--- config.mk ---
export PLATFORM = sky130hd
export DESIGN_NAME = uart_rx
export DESIGN_NICKNAME = d
export VERILOG_FILES = /design/src/rtl/uart_pkg.sv /design/src/rtl/uart_sync2.sv /design/src/rtl/uart_rx.sv
export SDC_FILE = /design/constraint.sdc
export NUM_CORES = 1
export LEC_CHECK = 0
export ABC_AREA = 1
export CAP_MARGIN = 5
export CORE_ASPECT_RATIO = 1.2
export CORE_UTILIZATION = 58
export DETAILED_ROUTE_END_ITERATION = 10
export PLACE_DENSITY = 0.82
export RECOVER_POWER = 25
export REMOVE_ABC_BUFFERS = 1
export SYNTH_ARGS = -nofsm -noshare
export SYNTH_HDL_FRONTEND = slang
export SYNTH_SLANG_ARGS = --single-unit
export TNS_END_PERCENT = 100
--- constraint.sdc ---
create_clock -name clk -period 2.5 [get_ports clk]
set_input_delay 0.25 -clock clk [delete_from_list [all_inputs] [get_ports clk]]
set_output_delay 0.25 -clock clk [all_outputs]
set_load 0.02 [all_outputs]
--- src/rtl/uart_pkg.sv ---
// uart_pkg: shared UART state encodings, frame sizes and mid-bit sample points
package uart_pkg;

    typedef enum logic [2:0] {
        IDLE       = 3'b000,
        START_BIT  = 3'b001,
        DATA_BIT   = 3'b010,
        PARITY_BIT = 3'b011,
        STOP_BIT   = 3'b100
    } uart_state_t;

    localparam int DATA_BITS    = 8;
    localparam int OVERSAMPLE   = 16;
    localparam int START_SAMPLE = OVERSAMPLE / 2 - 1;
    localparam int BIT_SAMPLE   = OVERSAMPLE - 1;

    function automatic logic maj3(input logic a, input logic b, input logic c);
        return (a & b) | (a & c) | (b & c);
    endfunction

endpackage

--- src/rtl/uart_sync2.sv ---
// uart_sync2: two-flop synchronizer for the serial line, resets to idle-high
module uart_sync2 (
    input  logic clk,
    input  logic rst,
    input  logic d,
    output logic q
);

    logic meta;

    // shift the raw line through two flops; reset to the idle level
    always_ff @(posedge clk) begin
        if (rst) begin
            meta <= 1'b1;
            q    <= 1'b1;
        end else begin
            meta <= d;
            q    <= meta;
        end
    end

endmodule

--- src/rtl/uart_rx.sv ---
// uart_rx: 16x-oversampled 8-bit + parity + stop UART receiver; RX_MAJORITY_EN enables 2-of-3 bit voting
module uart_rx #(
    parameter int PARITY_ODD = 0,
    parameter int OVERSAMPLE = uart_pkg::OVERSAMPLE
) (
    input  logic       clk,
    input  logic       rst,
    input  logic       baud_tick,
    input  logic       rx_in,
    output logic [7:0] rx_data,
    output logic       rx_valid,
    output logic       rx_busy,
    output logic       parity_err,
    output logic       frame_err
);

    import uart_pkg::*;

    localparam int CW = $clog2(OVERSAMPLE);
    localparam int BW = $clog2(DATA_BITS);
    localparam logic [CW-1:0] START_PT = CW'(OVERSAMPLE / 2 - 1);
    localparam logic [CW-1:0] BIT_PT   = CW'(OVERSAMPLE - 1);

    uart_state_t    state, state_n;
    logic [CW-1:0]  cnt, cnt_n;
    logic [BW-1:0]  bcnt, bcnt_n;
    logic [7:0]     shift, shift_n;
    logic           pe, pe_n;
    logic [7:0]     data_n;
    logic           valid_n, perr_n, ferr_n;
    logic           rxs, bit_s;

    uart_sync2 u_sync (
        .clk (clk),
        .rst (rst),
        .d   (rx_in),
        .q   (rxs)
    );

`ifdef RX_MAJORITY_EN
    logic [1:0]    maj;
    logic [CW-1:0] pt;
    assign pt    = (state == START_BIT) ? START_PT : BIT_PT;
    assign bit_s = maj3(maj[1], maj[0], rxs);

    // capture the two samples preceding the decision tick for voting
    always_ff @(posedge clk) begin
        if (rst)
            maj <= 2'b11;
        else if (baud_tick && (cnt == pt - CW'(2) || cnt == pt - CW'(1)))
            maj <= {maj[0], rxs};
    end
`else
    assign bit_s = rxs;
`endif

    assign rx_busy = (state != IDLE);

    // frame sequencing: everything advances only on baud_tick
    always_comb begin
        state_n = state;
        cnt_n   = cnt;
        bcnt_n  = bcnt;
        shift_n = shift;
        pe_n    = pe;
        data_n  = rx_data;
        perr_n  = parity_err;
        ferr_n  = frame_err;
        valid_n = 1'b0;
        if (baud_tick) begin
            cnt_n = cnt + 1'b1;
            case (state)
                IDLE: begin
                    cnt_n = '0;
                    if (!rxs)
                        state_n = START_BIT;
                end
                START_BIT: if (cnt == START_PT) begin
                    cnt_n   = '0;
                    bcnt_n  = '0;
                    state_n = bit_s ? IDLE : DATA_BIT;
                end
                DATA_BIT: if (cnt == BIT_PT) begin
                    shift_n = {bit_s, shift[7:1]};
                    bcnt_n  = bcnt + 1'b1;
                    if (bcnt == BW'(DATA_BITS - 1))
                        state_n = PARITY_BIT;
                end
                PARITY_BIT: if (cnt == BIT_PT) begin
                    pe_n    = ^shift ^ bit_s ^ 1'(PARITY_ODD);
                    state_n = STOP_BIT;
                end
                STOP_BIT: if (cnt == BIT_PT) begin
                    data_n  = shift;
                    perr_n  = pe;
                    ferr_n  = ~bit_s;
                    valid_n = 1'b1;
                    state_n = IDLE;
                end
                default: state_n = IDLE;
            endcase
        end
    end

    // state, counters and held outputs
    always_ff @(posedge clk) begin
        if (rst) begin
            state      <= IDLE;
            cnt        <= '0;
            bcnt       <= '0;
            shift      <= '0;
            pe         <= 1'b0;
            rx_data    <= '0;
            rx_valid   <= 1'b0;
            parity_err <= 1'b0;
            frame_err  <= 1'b0;
        end else begin
            state      <= state_n;
            cnt        <= cnt_n;
            bcnt       <= bcnt_n;
            shift      <= shift_n;
            pe         <= pe_n;
            rx_data    <= data_n;
            rx_valid   <= valid_n;
            parity_err <= perr_n;
            frame_err  <= ferr_n;
        end
    end

endmodule

After elaboration in Yosys (flattened, before gate mapping)
Cells that the tools add are included.
{"block": "op_classes", "bitwise_logic": 4, "muxes": 14, "add_sub_neg": 2, "n_eq_ne": 13, "n_reduce_logical": 10}
{"op": "$mux 3", "n": 8}
{"op": "$pmux 3 s5", "n": 1}
{"op": "$ne 2x2->1 const B", "n": 6}
{"op": "$reduce_and 3->1", "n": 3}
{"op": "$pmux 4 s2", "n": 1}
{"op": "$reduce_xor 8->1", "n": 1}
{"op": "$reduce_and 7->1", "n": 1}
{"op": "$eq 3x2->1 const B", "n": 2}
{"op": "$eq 3x3->1 const B", "n": 2}
{"op": "$pmux 3 s2", "n": 1}
{"op": "$add 4x1->4 const B", "n": 1}
{"op": "$eq 4x3->1 const B", "n": 1}
{"op": "$eq 4x4->1 const B", "n": 1}
{"op": "$mux 4", "n": 1}
{"op": "$reduce_and 4->1", "n": 1}
{"op": "$add 3x1->3 const B", "n": 1}
{"op": "$eq 3x1->1 const B", "n": 1}
{"op": "$logic_not 3->1", "n": 1}
{"op": "$not 1->1", "n": 3}
{"op": "$reduce_bool 3->1", "n": 1}
{"op": "$reduce_or 3->1", "n": 1}
{"op": "$mux 2", "n": 1}
{"op": "$reduce_bool 2->1", "n": 1}
{"op": "$mux 1", "n": 1}
{"op": "$xor 1x1->1", "n": 1}
{"block": "totals", "in_bits": 4, "reg_bits": 32, "elab_cells": 54}

Longest topological paths before layout
Gate-level depths: netlist of run 1.
{"block": "logic_depth", "word_depth": 4, "depth_mapped": 10, "mapped_depth_nobuf": 10}

By module
From an unflattened synthesis of run 1, not the netlist that was laid out.
{"block": "unflattened", "hier_cells": 198, "hier_area_um2": 1468.9}
{"mod": "uart_rx", "cells_each": 191, "n_inst": 1, "area_per_inst_um2": 1410.1}
{"mod": "uart_sync2", "cells_each": 7, "n_inst": 1, "area_per_inst_um2": 58.8}

Worst setup path before layout of run 1
Ideal clock, no wire load.
{"block": "synth_timing", "path_kind": "flip-flop to flip-flop", "from": "register cnt[0]", "to": "register bcnt[0]", "path_slack_ns": 1.184, "stages_incl_launch_ff": 9, "t_arrival_ns": 1.204, "setup_ns": 0.113, "path_cell_list": "dfxtp_1 ha_1 nand3_1 a21oi_4 inv_2 nor2_4 o21ai_0 nand2_1 nor2_1"}
{"block": "synth_between", "elab_chain_cells": 3, "elab_cells_between_ends": 5, "cone_classes": "eq/ne (4); reduce/logical (1)"}
{"element": "start, declared", "line_no": "uart_rx.sv:25", "text": "logic [CW-1:0] cnt, cnt_n;"}
{"element": "start signal, assigned", "line_no": "uart_rx.sv:119", "text": "cnt <= cnt_n;"}
{"element": "$eq 4x4->1 or $eq 4x3->1 (tied branches)", "line_no": "uart_rx.sv:83, uart_rx.sv:78"}
{"element": "$ne 2x2->1 (no source line)"}
{"element": "$reduce_and 4->1 (no source line) *"}
{"element": "end signal, assigned", "line_no": "uart_rx.sv:120", "text": "bcnt <= bcnt_n;"}
{"element": "end, declared", "line_no": "uart_rx.sv:26", "text": "logic [BW-1:0] bcnt, bcnt_n;"}
Mark *: on every way between the ends. The rest lies on a longest branch, timed or not.
A chain may end at the register's enable or synchronous reset.

Final worst setup path of run 1
{"block": "layout_timing", "from": "register state[2]", "to": "output rx_busy"}
{"block": "layout_between", "elab_chain_cells": 1}
{"element": "start, declared", "line_no": "uart_rx.sv:24", "text": "uart_state_t state, state_n;"}
{"element": "start signal, assigned", "line_no": "uart_rx.sv:118", "text": "state <= state_n;"}
{"element": "$reduce_bool 3->1", "line_no": "uart_rx.sv:57", "text": "assign rx_busy = (state != IDLE);"}
{"element": "end, declared", "line_no": "uart_rx.sv:12", "text": "output logic rx_busy,"}
No other way between the ends.

==> flow_metrics.env, run 1 <==
export IMPL_outcome="complete, no violations"
export IMPL_synthArstFlopShare_pct=0
export IMPL_whs_ns=0.4363
export IMPL_finClkSkew_ns=0.006124
export IMPL_grt_max_degree=24
export IMPL_hpwl_mm=1.971
export IMPL_yosysSeqAreaShare_pct=44.68
export IMPL_pwr_share_clk_pct=31.5
export IMPL_fin_tns_setup_ns=0
export IMPL_finalMaxSlewViolations=0
export IMPL_finalHoldViolCount=0
export IMPL_cts_resized=0
export IMPL_critical_path_endpoint_type="output pin"
export IMPL_drc=0
export IMPL_final_cells=241
export IMPL_core_area_sq_um=2306
export IMPL_routabilityCongestion=0.9182
export IMPL_cts_buffers_inserted=5
export IMPL_fill_cells=199
export IMPL_synth_distinct_cells=26
export IMPL_p_seq_share_pct=55.8
export IMPL_hold_depth=1
export IMPL_pin_count=16
export IMPL_cp_arrival_ns=1.77
export IMPL_synth_cells=192
export IMPL_dieWidth_microns=47.39
export IMPL_grt_use_total_pct=24.62
export IMPL_cts_buffer_depth=2
export IMPL_numPortBuffers=15
export IMPL_clock_sinks=32
export IMPL_regArea_sq_um=640.6
export IMPL_dp_cells=233
export IMPL_synth_edf_count=0
export IMPL_path_class="flop to output pin"
export IMPL_max_freq_ghz=0.4960
export IMPL_ant_nets=0
export IMPL_holdCritStartpoint="u_sync.meta$_SDFF_PP1_"
export IMPL_avgSynthCellArea_sq_um=7.468
export IMPL_max_cap_viol_count=0
export IMPL_grt_overflow=0
export IMPL_grt_setup_unrepaired="false"
export IMPL_final_nets=216
export IMPL_root_buffer="clkbuf_4"
export IMPL_total_power_uw=952.4
export IMPL_dr_pass1_iters=4
export IMPL_wl_per_cell_microns=11.49
export IMPL_r2r_start="cnt[0]$_SDFFE_PP0P_"
export IMPL_p_leak_nw=0.7130
export IMPL_crit_path_max_fanout=5
export IMPL_cts_tree="yes"
export IMPL_p_sw_uw=249.7
export IMPL_cts_hold_fix_buffers=0
export IMPL_initial_core_util_pct=62.18
export IMPL_p_int_uw=702.8
export IMPL_drive_gt1_share_pct=6.190
export IMPL_yosys_most_used_dff="dfxtp_1"
export IMPL_fin_crit_ns=2.016
export IMPL_antenna_found_initial=0
export IMPL_num_vias=1269
export IMPL_htreeDepth=2
export IMPL_clk_latency_ns=0.33
export IMPL_diodes=0
export IMPL_holdPathEnd="u_sync.q$_SDFF_PP1_"
export IMPL_vias_per_cell=5.266
export IMPL_post_cts_setup_buffer_count=0
export IMPL_grt_pass1_vias=1138
export IMPL_rows=19
export IMPL_clk_pin_slew_worst_paths_ns=0.09
export IMPL_comb_power_share_pct=12.7
export IMPL_cp_data_required_time_ns=2.25
export IMPL_hp_class="flop to flop"
export IMPL_multi_input_area_sq_um=654.4
export IMPL_yosys_register_bits=32
export IMPL_p_per_area_nw_per_um2=584.6
export IMPL_rr_worst_depth=8
export IMPL_crit_path_start_kind="flop"
export IMPL_synth_warnings=0
export IMPL_max_slew_worst_pin_slew_ns=0.5668
export IMPL_timing_final_crit_share_pct=80.65
export IMPL_p_sw_share_pct=26.21
export IMPL_die_h_microns=56.47
export IMPL_ff2ff_setup_slack_ns=0.79
export IMPL_die_area_sq_um=2676
export IMPL_ir_drop_mv=0.4671
export IMPL_drt_initial_drc_count=36
export IMPL_slew_limit_headroom_pct=62.17
export IMPL_syn_cell_area_sq_um=1434
export IMPL_grt_pass1_wl_mm=4.678
export IMPL_area_growth_pct=13.61
export IMPL_rr_endpoint="rx_data[0]$_SDFFE_PP0P_"
export IMPL_wirelength_mm=2.770
export IMPL_finalSetupViolations=0
-- power by group through the flow --
| stage | combinational [mW] | sequential, mW | clock, mW |
|---|---|---|---|
| 2_1_floorplan | 0.0936 | 0.541 | 0 |
| 3_3_place_gp | 0.125 | 0.543 | 0 |
| 3_5_place_dp | 0.128 | 0.543 | 0 |
| 4_1_cts | 0.129 | 0.532 | 0.308 |
| 5_1_grt | 0.135 | 0.534 | 0.329 |
| 6_report | 0.121 | 0.531 | 0.300 |
-- through the flow --
| step | worst slack, ns | utilization [%] | instance area [sq um] |
|---|---|---|---|
| 2_1_floorplan | 1.087 | - | 1403 |
| 3_3_place_gp | 0.6409 | 69.02 | 1592 |
| 3_5_place_dp | 0.5546 | 69.02 | 1592 |
| 4_1_cts | 0.5026 | 71.57 | 1650 |
| 5_1_grt | 0.3744 | 70.65 | 1629 |
| 6_report | 0.4837 | 70.65 | 1629 |
-- worst max-delay path by stage --
stage,startpoint,to,slack (ns),cells after the start
after floorplan,cnt[0]$_SDFFE_PP0P_,parity_err$_SDFFE_PP0P_,1.09,8
after global placement,baud_tick,rx_data[7]$_SDFFE_PP0P_,0.64,8
after detailed placement,baud_tick,parity_err$_SDFFE_PP0P_,0.55,8
after CTS,state[2]$_SDFFE_PP0P_,rx_busy,0.50,5
after global routing,state[2]$_SDFFE_PP0P_,rx_busy,0.37,5
final,state[2]$_SDFFE_PP0P_,rx_busy,0.48,5
-- state kept, by name, indices dropped and copies added (netlist names) --
register	cells
shift	8
parity_err	1
state	3
cnt	4
frame_err	1
u_sync.q	1
u_sync.meta	1
rx_valid	1
pe	1
rx_data	8
bcnt	3
-- Yosys cell counts, types with 2 or more instances --
library cell	n	share of area [%]
nand2_1	34	8.9
dfxtp_1	32	45
o21ai_0	25	8.7
nor2_1	24	6.3
inv_1	20	5.2
a21oi_1	19	6.6
nand3_1	11	3.8
ha_1	3	2.6
inv_2	3	0.79
clkbuf_1	2	0.52
nor2_4	2	1.6
or2_2	2	0.87
xor2_1	2	1.2
-- metal layers --
metal,part of all wire (%),global-route usage (%)
met4,1.9,12.65
met5,0,0
met1,44,28.87
met2,49,38.55
met3,4.3,7.717
-- cell families (layout without fill, tap and decap cells) --
family / Yosys count / count (layout) / share of synthesized area, %
buf+inv: 28 / 46 / 8.202
simple gates: 80 / 80 / 25.57
flops: 32 / 32 / 44.68
fa+ha+maj: 3 / 3 / 2.618
compound gates: 46 / 46 / 17.10
xor+xnor: 3 / 3 / 1.833
-- area by class of cell --
type                    instances  share of cell area [%]
flip-flops and latches         32                   39.32
multi-input cells             132                   40.17
well taps                      31                   2.381
inverters                      23                   5.300
repair buffers                 15                   9.217
clock buffers                   8                   3.610
-- critical path: stages (launching register included) --
cell and delay [ns]:
dfxtp_1 0.46, inv_1 0.11, nand2_1 0.10, inv_1 0.08, nand2_1 0.09, clkdlybuf4s50_1 0.60
-- placed cells by master, fill, tap and decap left out, types with 2 or more instances in the layout --
| master | netlist | routed |
|---|---|---|
| dlygate4sd3_1 | 0 | 5 |
| inv_1 | 20 | 21 |
| o21ai_0 | 25 | 25 |
| a21oi_1 | 19 | 20 |
| xor2_1 | 2 | 2 |
| nand3_1 | 11 | 11 |
| or2_2 | 2 | 2 |
| nand2_1 | 34 | 34 |
| nor2_1 | 24 | 26 |
| clkbuf_1 | 2 | 2 |
| clkdlybuf4s50_1 | 0 | 10 |
| dfxtp_1 | 32 | 32 |
| ha_1 | 3 | 3 |
| clkbuf_4 | 0 | 5 |
| inv_2 | 3 | 2 |
Note: power is estimated with default switching activity, not from simulation.
==> run 2, diff against run 1 <==
--- a/config.mk
+++ b/config.mk
@@ -8,9 +8,9 @@
 export ABC_AREA = 1
 export CAP_MARGIN = 5
 export CORE_ASPECT_RATIO = 1.2
-export CORE_UTILIZATION = 58
+export CORE_UTILIZATION = 54
 export DETAILED_ROUTE_END_ITERATION = 10
-export PLACE_DENSITY = 0.82
+export PLACE_DENSITY = 0.77
 export RECOVER_POWER = 25
 export REMOVE_ABC_BUFFERS = 1
 export SYNTH_ARGS = -nofsm -noshare
==> constraint.sdc (replaced) <==
create_clock -name clk -period 1.9 [get_ports clk]
set_input_delay 0.19 -clock clk [delete_from_list [all_inputs] [get_ports clk]]
set_output_delay 0.19 -clock clk [all_outputs]
set_load 0.02 [all_outputs]
==> run 2 against run 1 <==
Net effect:
- sequential share of layout area is 1.1 points lower
- highest routed layer unchanged
- first-iteration DRC count is 64% lower
- critical path type is now flop to flop
- cell count is 2.5% higher
- utilization is 4.2 points lower
- design area is 3.1% higher
- via count is 0.95% lower
- total power is 33% higher
==> flow_metrics.env, run 2 (synthesis results as in run 1) <==
export IMPL_holdCritStartpoint="u_sync.meta$_SDFF_PP1_"
export IMPL_grt_pass1_wl_mm=4.781
export IMPL_p_int_uw=929.8
export IMPL_p_sw_share_pct=26.71
export IMPL_clk_pin_slew_worst_paths_ns=0.09
export IMPL_critical_path_endpoint_type="flop"
export IMPL_max_slew_worst_pin_slew_ns=0.4123
export IMPL_max_cap_viol_count=0
export IMPL_cts_buffer_depth=2
export IMPL_layout_common_cells="nand2_1, dfxtp_1, nor2_1, o21ai_0, inv_1"
export IMPL_ff2ff_setup_slack_ns=0.25
export IMPL_grt_overflow=0
export IMPL_cp_arrival_ns=1.88
export IMPL_cts_hold_fix_buffers=0
export IMPL_path_cells="ha_1 -> nand3_1 -> nor2_1 -> inv_1 -> nor2_4 -> inv_1 -> nor2_1 -> nor2_1"
export IMPL_fin_crit_ns=1.653
export IMPL_slew_limit_headroom_pct=72.51
export IMPL_p_per_area_nw_per_um2=755.0
export IMPL_drc=0
export IMPL_met2_length_mm=1.455
export IMPL_clock_sinks=32
export IMPL_highest_layer="met4"
export IMPL_pin_count=16
export IMPL_outcome="complete, no violations"
export IMPL_hold_depth=1
export IMPL_drive_gt1_share_pct=9.346
export IMPL_core_area_sq_um=2527
export IMPL_crit_path_max_fanout=12
export IMPL_ant_nets=0
export IMPL_antenna_found_initial=0
export IMPL_final_nets=220
export IMPL_finalMaxSlewViolations=0
export IMPL_vias_per_cell=5.089
export IMPL_area_growth_pct=17.19
export IMPL_clk_latency_ns=0.33
export IMPL_critPathSlowestCell="dfxtp_1"
export IMPL_drt_initial_drc_count=13
export IMPL_multi_input_area_sq_um=673.1
export IMPL_pwr_share_clk_pct=31.3
export IMPL_cp_data_required_time_ns=2.12
export IMPL_finClkSkew_ns=0.008190
export IMPL_fin_tns_setup_ns=0
export IMPL_dieWidth_microns=49.04
export IMPL_regArea_sq_um=641.9
export IMPL_reg_largest_list="rx_data (8), shift (8), cnt (4)"
export IMPL_cts_buffers_inserted=5
export IMPL_fill_cells=236
export IMPL_final_cells=247
export IMPL_wirelength_mm=2.852
export IMPL_grt_use_total_pct=22.67
export IMPL_path_class="flop to flop"
export IMPL_grt_max_degree=14
export IMPL_holdPathEnd="u_sync.q$_SDFF_PP1_"
export IMPL_routabilityCongestion=0.9094
export IMPL_hpwl_mm=2.131
export IMPL_timing_final_crit_share_pct=87.02
export IMPL_final_core_util_pct=66.49
export IMPL_wl_per_cell_microns=11.55
export IMPL_hp_class="flop to flop"
export IMPL_htreeDepth=2
export IMPL_mostFrequentLayoutCell="nand2_1"
export IMPL_max_freq_ghz=0.6048
export IMPL_finalHoldViolCount=0
export IMPL_die_area_sq_um=2866
export IMPL_root_buffer="clkbuf_4"
export IMPL_initial_core_util_pct=56.73
export IMPL_cp_common_cell="nor2_1"
export IMPL_grt_pass1_vias=1155
export IMPL_crit_path_start_kind="flop"
export IMPL_total_power_mw=1.269
export IMPL_p_leak_nw=0.7514
export IMPL_setup_ws_ns=0.2466
export IMPL_die_h_microns=58.45
export IMPL_rr_worst_depth=8
export IMPL_rr_endpoint="rx_data[1]$_SDFFE_PP0P_"
export IMPL_rows=20
export IMPL_ir_drop_mv=0.5613
export IMPL_dr_wl_met3_microns=119
export IMPL_dr_pass1_iters=4
export IMPL_num_vias=1257
export IMPL_cts_tree="yes"
export IMPL_dp_cells=239
export IMPL_numPortBuffers=15
export IMPL_cp_slowest_stage_delay_ns=0.37
export IMPL_grt_setup_unrepaired="false"
export IMPL_p_sw_uw=338.9
export IMPL_comb_power_share_pct=13.6
export IMPL_p_seq_share_pct=55.2
export IMPL_finalSetupViolations=0
export IMPL_wl_met1_mm=1.219
export IMPL_diodes=0
export IMPL_dpl_worst_slack_ns=0.1535
export IMPL_r2r_start="cnt[1]$_SDFFE_PP0P_"
==> run 2: routing by layer <==
layer | track usage, % | vias to the layer above
met4 | 11.34 | 0
met2 | 41.27 | 21
met5 | 0 | -
met3 | 6.977 | 5
met1 | 23.66 | 564
li1 | - | 667
==> run 2: layout make-up <==
class                   instances  share of cell area [%]
clock buffers                   8                   3.500
multi-input cells             132                   40.06
well taps                      33                   2.457
inverters                      23                   5.138
flip-flops and latches         32                   38.20
repair buffers                 19                   10.65
==> run 2: repair_timing <==
action	in CTS	in global routing
resized for setup	1	1
setup buffers	0	0
endpoints found under the setup margin	1	1
==> run 2: how the worst max path moves through the flow <==
stage | startpoint | end | slack, ns | cells after the start
5_1_grt | cnt[0]$_SDFFE_PP0P_ | rx_data[1]$_SDFFE_PP0P_ | 0.07 | 8
2_1_floorplan | cnt[0]$_SDFFE_PP0P_ | parity_err$_SDFFE_PP0P_ | 0.49 | 8
4_1_cts | state[1]$_SDFFE_PP0P_ | rx_busy | 0.03 | 5
3_3_place_gp | baud_tick | rx_data[0]$_SDFFE_PP0P_ | 0.22 | 8
6_report | cnt[1]$_SDFFE_PP0P_ | rx_data[1]$_SDFFE_PP0P_ | 0.25 | 8
3_5_place_dp | baud_tick | rx_data[6]$_SDFFE_PP0P_ | 0.15 | 8
==> run 2: power groups by stage <==
stage               clock (mW)  sequential [mW]  combinational [mW]
finish                   0.397            0.700               0.172
global placement             0            0.714               0.169
CTS                      0.409            0.699               0.178
detailed placement           0            0.715               0.176
floorplan                    0            0.712               0.123
global route             0.437            0.701               0.189
==> run 2: worst max-delay path, delay by kind of cell (launching register included) <==
| kind | cells | cell delay, ns |
|---|---|---|
| adders and majority gates | 1 | 0.22 |
| and+or+nand+nor | 5 | 0.70 |
| DFF | 1 | 0.37 |
| buffers and inverters | 2 | 0.25 |
==> run 2: stage by stage <==
stage | instance area [sq um] | hold WS, ns
6_report | 1680 | 0.4269
5_1_grt | 1680 | 0.4526
4_1_cts | 1684 | 0.4302
3_5_place_dp | 1624 | 0.4015
3_3_place_gp | 1624 | 0.3970
2_1_floorplan | 1403 | 0.2591
==> run 3, diff against run 2 <==
--- a/config.mk
+++ b/config.mk
@@ -10,9 +10,11 @@
 export CORE_ASPECT_RATIO = 1.2
 export CORE_UTILIZATION = 54
 export DETAILED_ROUTE_END_ITERATION = 10
+export GPL_ROUTABILITY_DRIVEN = 0
 export PLACE_DENSITY = 0.77
 export RECOVER_POWER = 25
 export REMOVE_ABC_BUFFERS = 1
+export SETUP_SLACK_MARGIN = 0.1
 export SYNTH_ARGS = -nofsm -noshare
 export SYNTH_HDL_FRONTEND = slang
 export SYNTH_SLANG_ARGS = --single-unit
==> run 3 against run 2 <==
Net effect:
- non-clock buffer count is 3 higher
- clock power hardly changed
- cell count is 1.2% higher
- largest power group unchanged
- sequential share of layout area is 0.42 points lower
- sequential power hardly changed
- clock skew is 0.0015 ns lower
- critical path depth is 3 lower
- register-to-register slack better by 0.05 ns
==> flow_metrics.env, run 3 (synthesis results as in run 1) <==
export IMPL_outcome="complete, no violations"
export IMPL_regArea_sq_um=641.9
export IMPL_critPathSlowestCell="dfxtp_1"
export IMPL_antenna_found_initial=0
export IMPL_cp_data_required_time_ns=1.71
export IMPL_cts_hold_fix_buffers=0
export IMPL_vias_per_cell=5.056
export IMPL_cp_slowest_stage_delay_ns=0.33
export IMPL_grt_setup_unrepaired="false"
export IMPL_drive_gt1_share_pct=10.60
export IMPL_die_area_sq_um=2866
export IMPL_root_buffer="clkbuf_4"
export IMPL_crit_path_max_fanout=5
export IMPL_area_growth_pct=18.50
export IMPL_final_nets=223
export IMPL_drc=0
export IMPL_setup_ws_ns=0.2826
export IMPL_clock_sinks=32
export IMPL_cts_tree="yes"
export IMPL_initial_core_util_pct=56.73
export IMPL_p_leak_nw=0.7559
export IMPL_crit_buf_inv=3
export IMPL_drt_initial_drc_count=13
export IMPL_finalMaxSlewViolations=0
export IMPL_clk_pin_slew_worst_paths_ns=0.09
export IMPL_finalHoldViolCount=0
export IMPL_grt_max_degree=14
export IMPL_diodes=0
export IMPL_dr_pass1_iters=4
export IMPL_rows=20
export IMPL_layout_common_cells="nand2_1, dfxtp_1, nor2_1, o21ai_0, inv_1"
export IMPL_multi_input_area_sq_um=673.1
export IMPL_numPortBuffers=15
export IMPL_wl_per_cell_microns=11.52
export IMPL_p_per_area_nw_per_um2=743.9
export IMPL_wirelength_mm=2.879
export IMPL_grt_use_total_pct=22.67
export IMPL_path_class="flop to output pin"
export IMPL_htreeDepth=2
export IMPL_reg_largest_list="rx_data (8), shift (8), cnt (4)"
export IMPL_max_freq_ghz=0.6183
export IMPL_ir_drop_mv=0.5504
export IMPL_fin_crit_ns=1.617
export IMPL_cts_buffer_depth=2
export IMPL_hp_class="flop to flop"
export IMPL_pin_count=16
export IMPL_finClkSkew_ns=0.006667
export IMPL_cp_top_family="buffers and inverters"
export IMPL_path_cells="inv_1 -> nand2_1 -> inv_1 -> nand2_1 -> dlygate4sd2_1"
export IMPL_num_vias=1264
export IMPL_hpwl_mm=2.131
export IMPL_clk_latency_ns=0.33
export IMPL_die_h_microns=58.45
export IMPL_finalSetupViolations=0
export IMPL_slew_limit_headroom_pct=72.46
export IMPL_grt_overflow=0
export IMPL_fill_cells=236
export IMPL_cp_arrival_ns=1.43
export IMPL_core_area_sq_um=2527
export IMPL_grt_pass1_wl_mm=4.781
export IMPL_dpl_worst_slack_ns=0.1535
export IMPL_crit_path_start_kind="flop"
export IMPL_critical_path_endpoint_type="output pin"
export IMPL_max_slew_worst_pin_slew_ns=0.4131
export IMPL_fin_tns_setup_ns=0
export IMPL_max_cap_viol_count=0
export IMPL_cts_buffers_inserted=5
export IMPL_timing_final_crit_share_pct=85.13
export IMPL_dieWidth_microns=49.04
export IMPL_grt_pass1_vias=1155
export IMPL_mostFrequentLayoutCell="nand2_1"
export IMPL_ant_nets=0
## run 3: changes by cell type in the layout (fill, tap and decap cells not counted), sizes merged
cell / change
buf: +3
dlygate4sd2: +1
dlymetal6s2s: -1
## run 3: layer usage
layer | vias up | track usage (%) | part of all wire, %
met5 | - | 0 | 0
li1 | 677 | - | -
met3 | 5 | 6.977 | 4.1
met4 | 0 | 11.34 | 2.0
met2 | 20 | 41.27 | 50
met1 | 562 | 23.66 | 43
## run 3: what timing repair did
item | 4_1_cts | 5_1_grt
gates resized for setup | 2 | 0
pin swaps | 0 | 1
buffers inserted | 0 | 3
setup endpoints to repair | 1 | 4
## run 3: metrics by stage
stage / hold WS [ns] / instances / utilization [%] / power, mW / cell area [sq um]
final: 0.4264 / 250 / 67.23 / 1.264 / 1699
after detailed placement: 0.4015 / 239 / 64.26 / 0.8914 / 1624
after floorplan: 0.2591 / 187 / - / 0.8349 / 1403
after global routing: 0.4526 / 250 / 67.23 / 1.323 / 1699
after CTS: 0.4302 / 247 / 66.58 / 1.281 / 1683
after global placement: 0.3970 / 239 / 64.26 / 0.8832 / 1624
## run 3: cell type report
type	count	share of cell area (%)
multi-input cells	132	39.62
flip-flops and latches	32	37.78
repair buffers	22	11.63
inverters	23	5.081
clock buffers	8	3.461
well taps	33	2.430
## run 3: final timing paths
kind / slack [ns] / cells after the start / from / endpoint
max reg2reg: 0.30 / 7 / cnt[1]$_SDFFE_PP0P_ / shift[7]$_SDFFE_PP0P_
min reg2reg: 0.43 / 1 / u_sync.meta$_SDFF_PP1_ / u_sync.q$_SDFF_PP1_
min: 0.43 / 1 / u_sync.meta$_SDFF_PP1_ / u_sync.q$_SDFF_PP1_
max: 0.28 / 5 / state[1]$_SDFFE_PP0P_ / rx_busy
## run 3: power by group
part           switching [mW]  total, mW  internal (mW)
sequential             0.0139      0.700          0.686
combinational           0.111      0.169         0.0583
clock                   0.213      0.395          0.182
